## config.mk

```make
export PLATFORM = sky130hd
export DESIGN_NAME = ps2_key_decoder_flat
export DESIGN_NICKNAME = d
export VERILOG_FILES = /design/src/rtl/ps2_key_decoder_if.sv /design/src/rtl/ps2_key_decoder.sv /design/src/flat_wrapper.sv
export SDC_FILE = /design/constraint.sdc
export NUM_CORES = 1
export LEC_CHECK = 0
export ABC_AREA = 0
export CAP_MARGIN = 5
export CORE_ASPECT_RATIO = 1.1
export CORE_UTILIZATION = 40
export DETAILED_ROUTE_END_ITERATION = 10
export HOLD_SLACK_MARGIN = 0.03
export PLACE_DENSITY_LB_ADDON = 0.1
export SETUP_SLACK_MARGIN = 0.5
export SLEW_MARGIN = 20
export SYNTH_ARGS = -nofsm -noshare
export SYNTH_HDL_FRONTEND = slang
export SYNTH_SLANG_ARGS = --single-unit
export TNS_END_PERCENT = 20
```

## constraint.sdc

```tcl
create_clock -name clk -period 3.7 [get_ports clk]
set_input_delay 0.925 -clock clk [delete_from_list [all_inputs] [get_ports clk]]
set_output_delay 0.925 -clock clk [all_outputs]
set_load 0.03 [all_outputs]
```

## src/rtl/ps2_key_decoder_if.sv

```systemverilog
// ---------------------------------------------------------------------------
// ps2_key_decoder_if
//   Byte handshake between the PS/2 keyboard receiver FIFO and its consumer.
//
//   kbd_data        8  byte at the receiver FIFO head, valid while kbd_ready=1
//   kbd_ready       1  receiver FIFO non-empty
//   kbd_overflow    1  receiver FIFO overflow flag
//   kbd_nextdata_n  1  active-low pop strobe from the consumer
//
//   master : receiver side (drives data/ready/overflow, sees the pop strobe)
//   slave  : consumer side (the decoder)
// ---------------------------------------------------------------------------
interface ps2_key_decoder_if;
  logic [7:0] kbd_data;
  logic       kbd_ready;
  logic       kbd_overflow;
  logic       kbd_nextdata_n;

  modport master (
    output kbd_data,
    output kbd_ready,
    output kbd_overflow,
    input  kbd_nextdata_n
  );

  modport slave (
    input  kbd_data,
    input  kbd_ready,
    input  kbd_overflow,
    output kbd_nextdata_n
  );
endinterface

```

## src/rtl/ps2_key_decoder.sv

```systemverilog
// ---------------------------------------------------------------------------
// ps2_key_decoder
//   Pops bytes from the PS/2 receiver FIFO and turns set-2 scancode streams
//   (make, F0 break, E0 extended) into single-cycle key events with ASCII,
//   press/release and typematic-repeat flags plus a distinct-press counter.
//
//   Parameters
//     ASCII_UPPER  1 = letters reported as uppercase ASCII, 0 = lowercase
//     CNT_W        width of press_count
//
//   Ports
//     clk          system clock, all logic on posedge
//     rst          asynchronous active-high reset
//     kbd          receiver handshake (slave modport): data/ready/overflow in,
//                  registered active-low pop strobe out
//     key_valid    one-cycle pulse, event fields below are new
//     key_code     scancode of the event, prefixes stripped
//     key_ext      event was E0-prefixed
//     key_release  1 = break, 0 = make
//     key_repeat   make is a typematic repeat of the held key
//     key_ascii    ASCII of key_code, 0x00 if unmapped or extended
//     key_held     a key is currently held (level)
//     press_count  count of distinct new presses, wraps
//     err_overflow sticky receiver overflow indication
// ---------------------------------------------------------------------------
module ps2_key_decoder #(
  parameter bit ASCII_UPPER = 1'b0,
  parameter int CNT_W       = 8
) (
  input  logic             clk,
  input  logic             rst,
  ps2_key_decoder_if.slave kbd,
  output logic             key_valid,
  output logic [7:0]       key_code,
  output logic             key_ext,
  output logic             key_release,
  output logic             key_repeat,
  output logic [7:0]       key_ascii,
  output logic             key_held,
  output logic [CNT_W-1:0] press_count,
  output logic             err_overflow
);

  // IDLE waits for a byte, ACK releases the pop strobe and decodes,
  // SETTLE gives the receiver a cycle to present its next head entry.
  typedef enum logic [1:0] {
    IDLE   = 2'd0,
    ACK    = 2'd1,
    SETTLE = 2'd2
  } state_t;

  state_t             state_reg, state_next;
  logic [7:0]         byte_reg, byte_next;
  logic               nextdata_n_reg, nextdata_n_next;
  logic               ext_pend_reg, ext_pend_next;
  logic               brk_pend_reg, brk_pend_next;
  logic               valid_reg, valid_next;
  logic [7:0]         code_reg, code_next;
  logic               ext_reg, ext_next;
  logic               rel_reg, rel_next;
  logic               rpt_reg, rpt_next;
  logic [7:0]         ascii_reg, ascii_next;
  logic [8:0]         held_code_reg, held_code_next;  // {ext, code}
  logic               held_reg, held_next;
  logic [CNT_W-1:0]   count_reg, count_next;
  logic               err_reg, err_next;
  logic [8:0]         ev_id;

  // Set-2 scancode to ASCII for non-extended keys.
  function automatic logic [7:0] ascii_of(input logic [7:0] code);
    logic [7:0] a;
    case (code)
      8'h1C: a = 8'h61;  8'h32: a = 8'h62;  8'h21: a = 8'h63;
      8'h23: a = 8'h64;  8'h24: a = 8'h65;  8'h2B: a = 8'h66;
      8'h34: a = 8'h67;  8'h33: a = 8'h68;  8'h43: a = 8'h69;
      8'h3B: a = 8'h6A;  8'h42: a = 8'h6B;  8'h4B: a = 8'h6C;
      8'h3A: a = 8'h6D;  8'h31: a = 8'h6E;  8'h44: a = 8'h6F;
      8'h4D: a = 8'h70;  8'h15: a = 8'h71;  8'h2D: a = 8'h72;
      8'h1B: a = 8'h73;  8'h2C: a = 8'h74;  8'h3C: a = 8'h75;
      8'h2A: a = 8'h76;  8'h1D: a = 8'h77;  8'h22: a = 8'h78;
      8'h35: a = 8'h79;  8'h1A: a = 8'h7A;
      8'h45: a = 8'h30;  8'h16: a = 8'h31;  8'h1E: a = 8'h32;
      8'h26: a = 8'h33;  8'h25: a = 8'h34;  8'h2E: a = 8'h35;
      8'h36: a = 8'h36;  8'h3D: a = 8'h37;  8'h3E: a = 8'h38;
      8'h46: a = 8'h39;
      8'h29: a = 8'h20;  8'h5A: a = 8'h0D;  8'h66: a = 8'h08;
      default: a = 8'h00;
    endcase
    // Only the letter range is shifted; digits and controls are unaffected.
    if (ASCII_UPPER && (a >= 8'h61) && (a <= 8'h7A)) begin
      a = a - 8'h20;
    end
    return a;
  endfunction

  // State register
  always_ff @(posedge clk or posedge rst) begin
    if (rst) begin
      state_reg      <= IDLE;
      byte_reg       <= 8'h00;
      nextdata_n_reg <= 1'b1;
      ext_pend_reg   <= 1'b0;
      brk_pend_reg   <= 1'b0;
      valid_reg      <= 1'b0;
      code_reg       <= 8'h00;
      ext_reg        <= 1'b0;
      rel_reg        <= 1'b0;
      rpt_reg        <= 1'b0;
      ascii_reg      <= 8'h00;
      held_code_reg  <= 9'h000;
      held_reg       <= 1'b0;
      count_reg      <= '0;
      err_reg        <= 1'b0;
    end else begin
      state_reg      <= state_next;
      byte_reg       <= byte_next;
      nextdata_n_reg <= nextdata_n_next;
      ext_pend_reg   <= ext_pend_next;
      brk_pend_reg   <= brk_pend_next;
      valid_reg      <= valid_next;
      code_reg       <= code_next;
      ext_reg        <= ext_next;
      rel_reg        <= rel_next;
      rpt_reg        <= rpt_next;
      ascii_reg      <= ascii_next;
      held_code_reg  <= held_code_next;
      held_reg       <= held_next;
      count_reg      <= count_next;
      err_reg        <= err_next;
    end
  end

  // Next-state and decode
  always_comb begin
    state_next      = state_reg;
    byte_next       = byte_reg;
    nextdata_n_next = 1'b1;
    ext_pend_next   = ext_pend_reg;
    brk_pend_next   = brk_pend_reg;
    valid_next      = 1'b0;
    code_next       = code_reg;
    ext_next        = ext_reg;
    rel_next        = rel_reg;
    rpt_next        = rpt_reg;
    ascii_next      = ascii_reg;
    held_code_next  = held_code_reg;
    held_next       = held_reg;
    count_next      = count_reg;
    err_next        = err_reg | kbd.kbd_overflow;
    ev_id           = {ext_pend_reg, byte_reg};

    case (state_reg)
      IDLE: begin
        if (kbd.kbd_ready) begin
          byte_next       = kbd.kbd_data;
          nextdata_n_next = 1'b0;
          state_next      = ACK;
        end
      end

      ACK: begin
        state_next = SETTLE;
        case (byte_reg)
          8'hE0: ext_pend_next = 1'b1;
          8'hF0: brk_pend_next = 1'b1;
          default: begin
            valid_next    = 1'b1;
            code_next     = byte_reg;
            ext_next      = ext_pend_reg;
            ascii_next    = ext_pend_reg ? 8'h00 : ascii_of(byte_reg);
            ext_pend_next = 1'b0;
            brk_pend_next = 1'b0;
            if (brk_pend_reg) begin
              rel_next = 1'b1;
              rpt_next = 1'b0;
              // Releasing some other key (rollover) keeps the held key.
              if (ev_id == held_code_reg) begin
                held_next = 1'b0;
              end
            end else begin
              rel_next = 1'b0;
              if (held_reg && (ev_id == held_code_reg)) begin
                rpt_next = 1'b1;
              end else begin
                rpt_next       = 1'b0;
                held_code_next = ev_id;
                held_next      = 1'b1;
                count_next     = count_reg + CNT_W'(1);
              end
            end
          end
        endcase
      end

      SETTLE: state_next = IDLE;

      default: state_next = IDLE;
    endcase
  end

  assign kbd.kbd_nextdata_n = nextdata_n_reg;
  assign key_valid          = valid_reg;
  assign key_code           = code_reg;
  assign key_ext            = ext_reg;
  assign key_release        = rel_reg;
  assign key_repeat         = rpt_reg;
  assign key_ascii          = ascii_reg;
  assign key_held           = held_reg;
  assign press_count        = count_reg;
  assign err_overflow       = err_reg;

endmodule

```

## src/flat_wrapper.sv

```systemverilog
// flat-port wrapper written by rule: the top's interface ports become plain ports
module ps2_key_decoder_flat 
#(
  parameter bit ASCII_UPPER = 1'b0,
  parameter int CNT_W       = 8
)
  (clk, rst, key_valid, key_code, key_ext, key_release, key_repeat, key_ascii, key_held, press_count, err_overflow, kbd_kbd_data, kbd_kbd_ready, kbd_kbd_overflow, kbd_kbd_nextdata_n);
  ps2_key_decoder_if kbd_i ();
  input  logic clk;
  input  logic rst;
  output logic key_valid;
  output logic [7:0] key_code;
  output logic key_ext;
  output logic key_release;
  output logic key_repeat;
  output logic [7:0] key_ascii;
  output logic key_held;
  output logic [CNT_W-1:0] press_count;
  output logic err_overflow;
  input wire logic [$bits(kbd_i.kbd_data)-1:0] kbd_kbd_data;
  input wire logic [$bits(kbd_i.kbd_ready)-1:0] kbd_kbd_ready;
  input wire logic [$bits(kbd_i.kbd_overflow)-1:0] kbd_kbd_overflow;
  output wire logic [$bits(kbd_i.kbd_nextdata_n)-1:0] kbd_kbd_nextdata_n;
  assign kbd_i.kbd_data = kbd_kbd_data;
  assign kbd_i.kbd_ready = kbd_kbd_ready;
  assign kbd_i.kbd_overflow = kbd_kbd_overflow;
  assign kbd_kbd_nextdata_n = kbd_i.kbd_nextdata_n;
  ps2_key_decoder #(.ASCII_UPPER(ASCII_UPPER), .CNT_W(CNT_W)) u_core (.clk(clk), .rst(rst), .kbd(kbd_i), .key_valid(key_valid), .key_code(key_code), .key_ext(key_ext), .key_release(key_release), .key_repeat(key_repeat), .key_ascii(key_ascii), .key_held(key_held), .press_count(press_count), .err_overflow(err_overflow));
endmodule
```

After elaboration in Yosys (flattened, before gate mapping)
Memories as Yosys holds them, arrays and structs flattened.
Cells that the tools add are included.
Widths: inputs -> output; s select.
{"block": "word_totals", "regBits": 52, "mem_bits_ro": 896, "in_bits": 12, "output_inout_bits": 31, "word_cells": 55, "n_memories": 1}
{"name": "(name not given)", "words": 128, "width": 7, "rd": 1, "rd_clocked_by_memory_dff": 0, "write_ports": 0, "line": "ps2_key_decoder.sv:72", "text": "case (code)"}
{"block": "op_classes", "n_addsub": 1, "n_eq_ne": 7, "muxes": 16, "bitwise_logic": 6, "n_reduce_logical": 9}
{"operator": "$eq 8x8->1 const B", "n": 2}
{"operator": "$mux 8", "n": 2}
{"operator": "$mux 1", "n": 10}
{"operator": "$eq 9x9->1", "n": 1}
{"operator": "$add 8x1->8 const B", "n": 1}
{"operator": "$reduce_and 2->1", "n": 4}
{"operator": "$reduce_and 4->1", "n": 2}
{"operator": "$not 1->1", "n": 5}
{"operator": "$ne 2x2->1 const B", "n": 2}
{"operator": "$pmux 1 s2", "n": 2}
{"operator": "$pmux 2 s2", "n": 1}
{"operator": "$eq 2x1->1 const B", "n": 1}
{"operator": "$logic_not 2->1", "n": 1}
{"operator": "$mux 2", "n": 1}
{"operator": "$ne 2x1->1 const B", "n": 1}
{"operator": "$reduce_or 2->1", "n": 1}
{"operator": "$logic_and 1x1->1", "n": 1}
{"operator": "$or 1x1->1", "n": 1}

Logic depth before layout (Yosys ltp)
{"block": "depth", "ltp_word": 4, "ltp_mapped": 10, "mapped_depth_nobuf": 7}

Worst setup path after synthesis
No wires, ideal clock.
{"block": "synth_timing", "path_type": "register -> register", "from": "register u_core.byte_reg[1]", "to": "register u_core.ascii_reg[3], in the netlist u_core.key_ascii[3]", "setup_ns": 0.122, "arrival_time_ns": 1.931, "t_required_ns": 3.578, "setup_slack_ns": 1.647, "path_stages_with_launch": 9, "path_buffers": 1, "synth_period_minus_slack_ns": 2.053, "cell_sequence": "dfrtp_1 buf_2 inv_1 ha_1 nor2b_1 a21oi_1 o22ai_1 a2111o_1 a32o_1"}
{"block": "synth_via", "elab_chain_cells": 4, "elab_cells_between_ends": 8, "cone_classes": "eq/ne (2); mux (2); bitwise (1); reduce/logical (2); memory (1)"}
{"element": "start, declared", "line": "ps2_key_decoder.sv:53", "text": "logic [7:0] byte_reg, byte_next;"}
{"element": "start signal, assigned", "line": "ps2_key_decoder.sv:116", "text": "byte_reg <= byte_next;"}
{"element": "parallel branches: the longest is 4 deep, another holds $mem_v2 128x7"}
{"element": "end signal, assigned", "line": "ps2_key_decoder.sv:125", "text": "ascii_reg <= ascii_next;"}
{"element": "end, declared", "line": "ps2_key_decoder.sv:62", "text": "logic [7:0] ascii_reg, ascii_next;"}
Several ways; the timed one is not identified.
A chain may end at the register's enable or synchronous reset.

Worst setup path in the final report
{"block": "layout_timing", "from": "register u_core.byte_reg[1]", "to": "register u_core.held_code_reg[7]"}
{"block": "layout_via", "elab_chain_cells": 4, "elab_cells_between_ends": 8, "cone_classes": "eq/ne (3); bitwise (2); reduce/logical (3)"}
{"element": "$eq 8x8->1 / $eq 9x9->1 (equally long branches)", "line": "ps2_key_decoder.sv:163, ps2_key_decoder.sv:182"}
{"element": "$reduce_or 2->1 (no line) / $logic_and 1x1->1 (equally long branches)"}
{"element": "$not 1->1 (no line)"}
{"element": "$reduce_and 4->1 (no line) *"}
{"element": "end signal, assigned", "line": "ps2_key_decoder.sv:126", "text": "held_code_reg <= held_code_next;"}
{"element": "end, declared", "line": "ps2_key_decoder.sv:63", "text": "logic [8:0] held_code_reg, held_code_next;"}
Every way passes the cells marked *; elsewhere a longest branch is shown, timed or not.

==> impl_results.html <==
<table>
<tr><th>Metric</th><th>Value</th></tr>
<tr><th colspan="2">Hold path</th></tr>
<tr><td>Tightest Hold Check Type</td><td>reg -&gt; reg</td></tr>
<tr><td>WHS Endpoint</td><td>u_core.press_count[7]$_DFFE_PP0P_</td></tr>
<tr><td>Hold Path Stages</td><td>1</td></tr>
<tr><td>Origin of the worst min-delay path</td><td>u_core.press_count[7]$_DFFE_PP0P_</td></tr>
<tr><th colspan="2">Floorplan</th></tr>
<tr><td>Boundary Pins</td><td>43</td></tr>
<tr><td>Site Rows</td><td>31</td></tr>
<tr><td>Starting Density</td><td>42.3%</td></tr>
<tr><td>Die Wd</td><td>82.5 um</td></tr>
<tr><td>Die Height</td><td>90.6 um</td></tr>
<tr><td>Core ar.</td><td>6750 sq um</td></tr>
<tr><td>Total die area</td><td>7470 sq um</td></tr>
<tr><th colspan="2">Synth</th></tr>
<tr><td>Primary flip-flop cell chosen by synthesis mapping</td><td>dfrtp_1</td></tr>
<tr><td>Synth Area per Inst</td><td>9.44 sq um</td></tr>
<tr><td>Synthesized cell area</td><td>2850 sq um</td></tr>
<tr><td>Synth unique cells</td><td>59</td></tr>
<tr><td>Async SR Flop Fraction</td><td>100%</td></tr>
<tr><td>Post-synthesis net count</td><td>322</td></tr>
<tr><td>Post-Synthesis Cells</td><td>302</td></tr>
<tr><td>Sequential element share of the synthesized area</td><td>44.8%</td></tr>
<tr><td>Synthesis-stage register bit count</td><td>51</td></tr>
<tr><td>Warnings, synthesis</td><td>0</td></tr>
<tr><td>Number of flops mapped to enable cells by yosys</td><td>0</td></tr>
<tr><th colspan="2">STA</th></tr>
<tr><td>Min cycle time layout</td><td>2.71 ns</td></tr>
<tr><td>Max frequency</td><td>369 MHz</td></tr>
<tr><td>Summed negative setup slack over all endpoints</td><td>0 ns</td></tr>
<tr><td>Max_slew headroom</td><td>47.9%</td></tr>
<tr><td>Fin. max-slew vios</td><td>0</td></tr>
<tr><td>Final Hold Fails</td><td>0</td></tr>
<tr><td>Ratio of final minimum period to clock period</td><td>73.2%</td></tr>
<tr><td>Number of endpoints failing setup at the final stage</td><td>0</td></tr>
<tr><td>Slew at the pin closest to its max-slew limit</td><td>0.781 ns</td></tr>
<tr><td>Clock Skews</td><td>0.00480 ns</td></tr>
<tr><td>Unrepaired setup endpoints after global routing</td><td>false</td></tr>
<tr><th colspan="2">Detailed routing</th></tr>
<tr><td>DRC marker count from the first detailed-route iteration</td><td>154</td></tr>
<tr><td>Final Routed Wirelength</td><td>6970 um</td></tr>
<tr><td>Number of design rule violations left after detail routing</td><td>0</td></tr>
<tr><td>Remaining antenna violation count</td><td>0</td></tr>
<tr><td>Overall via count from detail_route</td><td>2355</td></tr>
<tr><td>DR vias/cell</td><td>5.62</td></tr>
<tr><td>Number of detailed-routing iterations run before antenna repair</td><td>4</td></tr>
<tr><td>Routed length per instance</td><td>16.6 um</td></tr>
<tr><th colspan="2">GRT</th></tr>
<tr><td>Tot GR Track Use</td><td>20.1%</td></tr>
<tr><td>Largest net degree at the start of global routing</td><td>52</td></tr>
<tr><td>Initial antenna violation count</td><td>0</td></tr>
<tr><td>Global-route wire length before repair</td><td>11200 um</td></tr>
<tr><td>Total grt overflow</td><td>0</td></tr>
<tr><td>Number of global-route vias before repair</td><td>2180</td></tr>
<tr><th colspan="2">Clock tree</th></tr>
<tr><td>Post-CTS clock slew at the launch and capture registers of the worst setup and hold paths</td><td>0.09 ns</td></tr>
<tr><td>TritonCTS sink count</td><td>51</td></tr>
<tr><td>CTS Buf Count</td><td>5</td></tr>
<tr><td>Worst-case clock buffer depth</td><td>2</td></tr>
<tr><td>CTS Hold Buffers Added</td><td>0</td></tr>
<tr><td>Count of instances resized after the clock tree is built</td><td>0</td></tr>
<tr><td>H-tree depth</td><td>2</td></tr>
<tr><td>Post CTS Setup Buffer Count</td><td>0</td></tr>
<tr><td>CTS tree</td><td>built</td></tr>
<tr><td>Cell at the root of the clock tree</td><td>clkbuf_8</td></tr>
<tr><td>Clock insertion delay at the later pin of the skew report</td><td>0.31 ns</td></tr>
<tr><th colspan="2">Power and ir drop</th></tr>
<tr><td>Net switching power</td><td>1.06 mW</td></tr>
<tr><td>PD cells</td><td>732 nW/um^2</td></tr>
<tr><td>Switching portion of total power</td><td>42.2%</td></tr>
<tr><td>Pint</td><td>1.45 mW</td></tr>
<tr><td>Part of the total power dissipated in combinational logic</td><td>46.1%</td></tr>
<tr><td>Maximum resistive drop on vdd</td><td>0.000401 V</td></tr>
<tr><td>Leakage dissipation</td><td>1.49 nW</td></tr>
<tr><td>Tot Pwr</td><td>2.50 mW</td></tr>
<tr><td>Power share of the sequential group</td><td>37.1%</td></tr>
<tr><td>Relative contribution of the clock network to total power</td><td>16.8%</td></tr>
<tr><th colspan="2">Flow run</th></tr>
<tr><td>Max-cap viol count</td><td>0</td></tr>
<tr><th colspan="2">Worst setup path</th></tr>
<tr><td>Sort of element at the end of the critical path</td><td>flip-flop</td></tr>
<tr><td>Critical path launch point type</td><td>flip-flop</td></tr>
<tr><td>R2R Path Start</td><td>u_core.byte_reg[1]$_DFFE_PP0P_</td></tr>
<tr><td>FF-to-FF path depth</td><td>6</td></tr>
<tr><td>CP required</td><td>3.90 ns</td></tr>
<tr><td>R2R setup slack</td><td>0.99 ns</td></tr>
<tr><td>Critical path arrival</td><td>2.91 ns</td></tr>
<tr><td>Critical setup path kind</td><td>reg -&gt; reg</td></tr>
<tr><td>Largest driver fanout on the critical path</td><td>19</td></tr>
<tr><td>Capturing point of the worst reg2reg path</td><td>u_core.held_code_reg[7]$_DFFE_PP0P_</td></tr>
<tr><th colspan="2">Placement</th></tr>
<tr><td>Routability congestion estimate from global placement</td><td>0.905</td></tr>
<tr><td>Final HPWL from detailed placement</td><td>4850 um</td></tr>
<tr><td>Count of input and output buffers</td><td>41</td></tr>
<tr><th colspan="2">Cells and area</th></tr>
<tr><td>Share of post-route cells with drive strength above 1</td><td>10.4%</td></tr>
<tr><td>Nets</td><td>356</td></tr>
<tr><td>Flip-flop count of the largest register, all copies and words added</td><td>9</td></tr>
<tr><td>Antenna diode count</td><td>0</td></tr>
<tr><td>Synthesis-to-layout area growth</td><td>20.0%</td></tr>
<tr><td>Total of fill cells in the finished design</td><td>642</td></tr>
<tr><th colspan="2">Status</th></tr>
<tr><td>Status</td><td>completed</td></tr>
</table>
-- cells by family (layout without fill, tap and decap cells) --
logic type	count (synthesis)	in the layout	share of synthesized area [%]
simple gates	112	112	19.5
compound gates	74	74	17.6
flops	51	51	44.8
buf+inv	29	64	5.18
xor+xnor	16	16	4.91
mux	11	11	4.34
fa+ha+maj	8	8	3.51
other cells	1	1	0.132
-- stage by stage --
step	hold WS, ns	util (%)	worst slack [ns]	instances	instance area, sq um
6_report	0.473	50.7	0.993	419	3420
5_1_grt	0.495	50.7	0.749	419	3420
4_1_cts	0.479	50.7	1.01	419	3420
3_5_place_dp	0.452	48.9	1.02	411	3300
3_3_place_gp	0.446	48.9	1.14	411	3300
2_1_floorplan	0.466	-	1.55	302	2850
-- layer usage --
| layer | wire length, um | global-route usage, % | vias to the layer above |
|---|---|---|---|
| li1 | - | - | 1134 |
| met4 | 126 | 7.33 | 0 |
| met5 | 0 | 0 | - |
| met1 | 3290 | 28.9 | 1146 |
| met3 | 310 | 3.64 | 12 |
| met2 | 3250 | 29.9 | 63 |
-- layout make-up --
| cell class | instances | area [sq um] | share of cell area (%) |
|---|---|---|---|
| multi-input cells | 222 | 1430 | 41.8 |
| flip-flops and latches | 51 | 1280 | 37.3 |
| repair buffers | 47 | 455 | 13.3 |
| well taps | 82 | 103 | 3.00 |
| clock buffers | 6 | 82.6 | 2.41 |
| clock inverters | 2 | 38.8 | 1.13 |
| inverters | 9 | 33.8 | 0.987 |
-- power by group through the flow --
stage	clock network (mW)	logic [mW]	registers [mW]
after global routing	0.458	1.26	0.959
after floorplan	0	0.626	1.08
after global placement	0	1.16	0.936
after CTS	0.431	1.15	0.932
after detailed placement	0	1.15	0.943
final	0.421	1.15	0.928
-- cells in the final DEF (no fill, tap or decap), types with 3 or more instances in the layout --
cell type,synthesis,final
a21oi_1,11,11
a31oi_1,5,5
a32oi_1,3,3
and2_1,3,3
and3_1,3,3
buf_4,3,6
clkbuf_8,0,6
clkdlybuf4s50_1,0,41
dfrtp_1,50,50
ha_1,8,8
inv_1,7,6
mux2_2,11,11
nand2_1,43,43
nand2b_1,11,11
nand3_1,6,6
nor2_1,20,20
nor2b_1,9,9
nor3_1,4,4
o21ai_0,22,22
o221ai_1,3,3
xor2_1,14,14
-- cell usage after synthesis (3+ instances only) --
cell type,count,area (sq um)
dfrtp_1,50,1250
nand2_1,43,161
o21ai_0,22,110
nor2_1,20,75.1
xor2_1,14,123
a21oi_1,11,55.1
mux2_2,11,124
nand2b_1,11,68.8
buf_2,10,50.1
nor2b_1,9,56.3
ha_1,8,100
inv_1,7,26.3
nand3_1,6,30.0
a31oi_1,5,31.3
clkbuf_1,4,15.0
nor3_1,4,20.0
a32oi_1,3,26.3
and2_1,3,18.8
and3_1,3,18.8
buf_4,3,22.5
o221ai_1,3,26.3
-- how the worst max path moves through the flow --
stage,start,end,slack (ns),cells after the start
3_3_place_gp,u_core.byte_reg[1]$_DFFE_PP0P_,u_core.held_code_reg[7]$_DFFE_PP0P_,1.14,6
4_1_cts,u_core.byte_reg[1]$_DFFE_PP0P_,u_core.held_code_reg[7]$_DFFE_PP0P_,1.01,6
3_5_place_dp,u_core.byte_reg[1]$_DFFE_PP0P_,u_core.held_code_reg[7]$_DFFE_PP0P_,1.02,6
2_1_floorplan,rst,u_core.brk_pend_reg$_DFFE_PP0P_,1.55,1
5_1_grt,u_core.byte_reg[1]$_DFFE_PP0P_,u_core.held_code_reg[7]$_DFFE_PP0P_,0.75,6
6_report,u_core.byte_reg[1]$_DFFE_PP0P_,u_core.held_code_reg[7]$_DFFE_PP0P_,0.99,6
-- critical path: stages (launching register included) --
cell and delay [ns]:
dfrtp_1 0.56, inv_1 0.28, ha_1 0.33, nand4b_1 0.14, o211ai_1 0.26, a41o_1 0.61
mux2_2 0.41
Power figures use the tool's default switching activity.
